--- config.mk ---
export PLATFORM = sky130hd
export DESIGN_NAME = alu_wide_seq
export DESIGN_NICKNAME = d
export VERILOG_FILES = /design/src/rtl/alu_wide_seq.sv
export SDC_FILE = /design/constraint.sdc
export NUM_CORES = 1
export LEC_CHECK = 0
export ABC_AREA = 1
export BUFFER_PORTS_ARGS = -buffer_cell sky130_fd_sc_hd__buf_2
export CELL_PAD_IN_SITES_DETAIL_PLACEMENT = 0
export CELL_PAD_IN_SITES_GLOBAL_PLACEMENT = 1
export CORE_ASPECT_RATIO = 0.75
export CORE_MARGIN = 2
export CORE_UTILIZATION = 36
export CTS_BUF_LIST = sky130_fd_sc_hd__clkbuf_8
export DETAILED_ROUTE_END_ITERATION = 10
export PLACE_DENSITY_LB_ADDON = 0.1
export SLEW_MARGIN = 0
export SYNTH_ARGS = -nofsm -noshare
export SYNTH_HDL_FRONTEND = slang
export SYNTH_SLANG_ARGS = --single-unit
--- constraint.sdc ---
create_clock -name clk -period 3.1 [get_ports clk]
set_input_delay 0.93 -clock clk [delete_from_list [all_inputs] [get_ports clk]]
set_output_delay 0.93 -clock clk [all_outputs]
set_load 0.05 [all_outputs]
--- src/rtl/alu_wide_seq.sv ---
// Byte-serial sequencer that runs NBYTES-wide arithmetic/logic ops on a shared 8-bit ALU,
// least significant byte first, with a start/busy/done handshake.
module alu_wide_seq #(
    parameter int unsigned NBYTES = 2
) (
    input  logic                  clk,
    input  logic                  rst,
    input  logic                  start,
    input  logic [2:0]            op,
    input  logic [8*NBYTES-1:0]   opa,
    input  logic [8*NBYTES-1:0]   opb,
    input  logic                  ci_in,
    output logic                  busy,
    output logic                  done,
    output logic [8*NBYTES-1:0]   result,
    output logic                  cy_out,
    output logic [7:0]            alu_a,
    output logic [7:0]            alu_b,
    output logic [2:0]            alu_op,
    output logic                  alu_ci,
    input  logic [7:0]            alu_out,
    input  logic                  alu_cy
);

    localparam int unsigned W     = 8 * NBYTES;
    localparam int unsigned IDX_W = (NBYTES > 1) ? $clog2(NBYTES) : 1;

    localparam logic [2:0] OP_ADD = 3'b000;
    localparam logic [2:0] OP_SUB = 3'b001;
    localparam logic [2:0] OP_MOV = 3'b110;

    typedef enum logic [1:0] {
        S_IDLE = 2'b00,
        S_RUN  = 2'b01,
        S_DONE = 2'b10
    } state_e;

    state_e             r_state;
    state_e             w_state_nxt;
    logic               w_accept;

    logic [2:0]         r_op;
    logic [W-1:0]       r_a;
    logic [W-1:0]       r_b;
    logic [IDX_W-1:0]   r_idx;
    logic               r_carry;
    logic [W-1:0]       r_result;
    logic               r_cy_out;
    logic               r_busy;
    logic               r_done;

    logic [7:0]         w_a_byte;
    logic [7:0]         w_b_byte;
    logic               w_last;
    logic               w_arith;
    logic               w_carry_nxt;

    assign w_a_byte = r_a[{r_idx, 3'b000} +: 8];
    assign w_b_byte = r_b[{r_idx, 3'b000} +: 8];
    assign w_last   = (r_idx == IDX_W'(NBYTES - 1));
    assign w_arith  = (r_op == OP_ADD) || (r_op == OP_SUB);

    // Carry/borrow into the next byte; the ALU gives no borrow, so SUB derives it here.
    always_comb begin
        w_carry_nxt = 1'b0;
        case (r_op)
            OP_ADD:  w_carry_nxt = alu_cy;
            OP_SUB:  w_carry_nxt = ({1'b0, w_a_byte} < ({1'b0, w_b_byte} + 9'(r_carry)));
            default: w_carry_nxt = 1'b0;
        endcase
    end

    always_ff @(posedge clk) begin
        if (rst) begin
            r_state <= S_IDLE;
        end else begin
            r_state <= w_state_nxt;
        end
    end

    always_comb begin
        w_state_nxt = r_state;
        w_accept    = 1'b0;
        case (r_state)
            S_IDLE: begin
                if (start) begin
                    w_state_nxt = S_RUN;
                    w_accept    = 1'b1;
                end
            end
            S_RUN: begin
                if (w_last) begin
                    w_state_nxt = S_DONE;
                end
            end
            S_DONE: begin
                if (start) begin
                    w_state_nxt = S_RUN;
                    w_accept    = 1'b1;
                end else begin
                    w_state_nxt = S_IDLE;
                end
            end
            default: w_state_nxt = S_IDLE;
        endcase
    end

    // Operand capture, per-byte result write-back and carry chaining.
    always_ff @(posedge clk) begin
        if (rst) begin
            r_op     <= OP_MOV;
            r_a      <= '0;
            r_b      <= '0;
            r_idx    <= '0;
            r_carry  <= 1'b0;
            r_result <= '0;
            r_cy_out <= 1'b0;
            r_busy   <= 1'b0;
            r_done   <= 1'b0;
        end else begin
            r_busy <= (w_state_nxt == S_RUN);
            r_done <= (w_state_nxt == S_DONE);
            if (w_accept) begin
                r_op     <= op;
                r_a      <= opa;
                r_b      <= opb;
                r_idx    <= '0;
                r_carry  <= ((op == OP_ADD) || (op == OP_SUB)) ? ci_in : 1'b0;
                r_result <= '0;
                r_cy_out <= 1'b0;
            end else if (r_state == S_RUN) begin
                r_result[{r_idx, 3'b000} +: 8] <= alu_out;
                r_carry <= w_carry_nxt;
                if (w_last) begin
                    r_cy_out <= w_carry_nxt;
                end else begin
                    r_idx <= r_idx + IDX_W'(1);
                end
            end
        end
    end

    // ALU drive is only live in RUN; otherwise it idles at a MOV of zero.
    always_comb begin
        alu_a  = 8'h00;
        alu_b  = 8'h00;
        alu_op = OP_MOV;
        alu_ci = 1'b0;
        if (r_state == S_RUN) begin
            alu_a  = w_a_byte;
            alu_b  = w_b_byte;
            alu_op = r_op;
            alu_ci = w_arith ? r_carry : 1'b0;
        end
    end

    assign busy   = r_busy;
    assign done   = r_done;
    assign result = r_result;
    assign cy_out = r_cy_out;

endmodule

==> reports/metrics.yaml <==
hpwl_um: 5520
synth_top_cell_by_area: "sky130_fd_sc_hd__dfxtp_1"
io_buffer_count: 86
clock_tree.buffer_depth: 2
postSynth.asyncResetShare_pct: 0
overflow: 0
cap_viol_max_count: 0
clk_root_buffer_cell: "sky130_fd_sc_hd__clkbuf_8"
firstDrtPassIters: 5
postSynth.topFlopCell: "sky130_fd_sc_hd__dfxtp_1"
cts-buffers-inserted: 9
setup.worst_path.end_class: "output pin"
post-synth-top-area-fraction_pct: 43.8
transition_time_at_the_pin_with_the_least_slew_margin_ps: 664
insertedDiodeCount: 0
ant_nets: 0
floorplan.initialDensity_pct: 36.6
ys.warnings.count: 0
synth_seq_area_share_pct: 43.8
num_vias: 2563
critical_path_peak_fanout: 20
hold_path.class: "reg2reg"
worst_r2r_path_depth: 20
worst_hold_slack_ps: 455
grt_usage_pct: 19.5
avgSynthCellArea_um2: 7.03
r2r_slack_ps: 490
max-vdd-ir-drop_uv: 238
worstHoldEndpoint: "r_b[12]$_SDFFE_PP0P_"
post_synth_main_area_contributors: "sky130_fd_sc_hd__dfxtp_1 (44%), sky130_fd_sc_hd__nor2_1 (13%), sky130_fd_sc_hd__nand2_1 (9.4%), sky130_fd_sc_hd__o21ai_0 (8.1%), sky130_fd_sc_hd__a21oi_1 (6.0%)"
clk_transition_reported_paths_ps: 70
layout_min_cycle_time_ps: 2670
clock_tree.htree_level_count: 3
cp_startpoint_kind: "flip-flop"
grt_start_max_net_pins: 30
placed_cell_area_um2: 3180
leakagePower_nw: 1.66
totalNegativeSetupSlack_ps: 0
gp_congestion: 0.850
worst_endpoint_data_arrival_time_ps: 1740
clk_sink_count: 58
postSynthCellCount: 377
num-nets-final: 521
chipWidth_um: 103
initialDrtViolationCount: 92
clkLatencyLatePin_ps: 340
count_of_final_setup_violators: 0
postCtsSetupBuffers: 0
finish.instance_area_um2: 3410
finalPower_mw: 2.01
status: "completed"
rr_endpoint: "r_carry$_SDFFE_PP0P_"
final-max-slew-violation-count: 0
final-hold-violation-count: 0
post_cts_hold_buffer_count: 0
vias_per_cell: 4.50
vias_in_the_first_global_route: 2364
chipHeight_um: 78.3
syn_area_um2: 2650
flop_and_latch_count_out_of_synthesis: 58
grt_pass1_wl_um: 11800
floorplan.core_area_um2: 7230
areaGrowthSynthToFinish_pct: 28.7
tritoncts_clock_tree: "done"
timing.setup.critical_path_class: "reg2out"
power-per-cell-area_nw_per_um2: 590
ctsResizeCount: 0
crit-reg2reg-launch: "r_idx$_SDFFE_PP0P_"
mappedNetlistNets: 435
rsz_0062_raised_after_global_routing: "false"
dominant_cell_by_count_in_the_synthesized_netlist: "sky130_fd_sc_hd__nor2_1"
max_freq_mhz: 375
drc: 0
hold_path_startpoint: "r_b[12]$_SDFFE_PP0P_"
worst-endpoint-required_ps: 2170
grt_antenna_before_repair: 0
avgRoutedWirePerCell_um: 13.2
drive_gt1_share_pct: 26.5
layout_worst_path_cycle_share_pct: 86.1
worst_slew_margin_rel_pct: 55.7
hold-path-cell-count: 2
synth_edf_count: 0
design.portCount: 87
dpl_worst_slack_ps: 496
floorplan.die_area_um2: 8070
setup_ws_ps: 432
postRouteWirelength_um: 7520
synthTopCellsByCount: "sky130_fd_sc_hd__nor2_1 (89), sky130_fd_sc_hd__nand2_1 (66), sky130_fd_sc_hd__dfxtp_1 (58)"
clock_skew_ps: 7.71
yosys.cell_types.count: 26
num_rows: 27
==> how the worst max path moves through the flow <==
stage                                     start                    to  slack, ps  cells past startpoint
after floorplan           r_state[0]$_SDFF_PP0_              alu_a[5]        410                      6
after detailed placement     r_idx$_SDFFE_PP0P_  r_carry$_SDFFE_PP0P_        500                     20
after global routing         r_idx$_SDFFE_PP0P_  r_carry$_SDFFE_PP0P_        210                     20
after CTS                 r_state[0]$_SDFF_PP0_              alu_a[7]        430                      5
final                     r_state[0]$_SDFF_PP0_              alu_a[7]        430                      5
after global placement       r_idx$_SDFFE_PP0P_  r_carry$_SDFFE_PP0P_        610                     20
==> state kept, by name, summed over array words and instances, names as in the netlist <==
name,flops
busy,1
cy_out,1
done,1
r_a,16
r_b,16
r_carry,1
r_idx,1
r_op,3
r_state,2
result,16
==> critical path, cell delays in order (launching register included) <==
cell	delay, ps
sky130_fd_sc_hd__dfxtp_1	320
sky130_fd_sc_hd__inv_2	40
sky130_fd_sc_hd__nor2_1	110
sky130_fd_sc_hd__inv_1	310
sky130_fd_sc_hd__a21oi_1	310
sky130_fd_sc_hd__buf_2	310
==> layout make-up <==
cell class / count / area [um^2]
Sequential cell: 58 / 1160
Inverter: 25 / 93.8
Clock inverter: 5 / 77.6
Multi-Input combinational cell: 275 / 1310
Tap cell: 101 / 126
Timing Repair Buffer: 94 / 490
Clock buffer: 11 / 151
Fill cell: 806 / 3820
==> routing by layer <==
layer	share of wire, %	vias to the layer above	global-route usage, %
li1	-	1384	-
met1	56	1108	30.0
met2	38	65	25.8
met3	5.0	6	5.16
met4	1.1	0	6.32
met5	0	-	0
==> placed cells by master, fill, tap and decap left out, types with 2 or more instances in the layout <==
cell                        count
sky130_fd_sc_hd__nor2_1        89
sky130_fd_sc_hd__buf_2         86
sky130_fd_sc_hd__nand2_1       66
sky130_fd_sc_hd__dfxtp_1       58
sky130_fd_sc_hd__o21ai_0       43
sky130_fd_sc_hd__a21oi_1       32
sky130_fd_sc_hd__inv_1         18
sky130_fd_sc_hd__nand3_1       11
sky130_fd_sc_hd__clkbuf_8      11
sky130_fd_sc_hd__ha_1          10
sky130_fd_sc_hd__buf_4          8
sky130_fd_sc_hd__inv_2          7
sky130_fd_sc_hd__o21ai_1        4
sky130_fd_sc_hd__nand2_2        3
sky130_fd_sc_hd__xor2_1         3
sky130_fd_sc_hd__xnor2_1        3
sky130_fd_sc_hd__nor2_2         2
sky130_fd_sc_hd__nor3_1         2
sky130_fd_sc_hd__a31oi_1        2
sky130_fd_sc_hd__bufinv_16      2
==> cells by family after synthesis <==
logic type	Yosys count	share of synthesized area [%]
buffers and inverters	44	6.80
adder cells (fa/ha/maj)	10	4.72
XOR/XNOR	6	1.98
AO/OA/AOI/OAI	81	15.4
flip-flops	58	43.8
AND/OR/NAND/NOR	178	27.3
==> per-stage QoR <==
| step | instances | utilization (%) |
|---|---|---|
| 2_1_floorplan | 377 | - |
| 3_3_place_gp | 553 | 44.0 |
| 3_5_place_dp | 553 | 44.0 |
| 4_1_cts | 569 | 47.1 |
| 5_1_grt | 569 | 47.1 |
| 6_report | 569 | 47.1 |
==> report_power, final <==
| part | switching [mW] | leakage (nW) | internal [mW] |
|---|---|---|---|
| logic | 0.265 | 1.07 | 0.123 |
| clock network | 0.307 | 0.121 | 0.494 |
| registers | 0.0283 | 0.477 | 0.795 |
(Power assumes the default switching activity.)
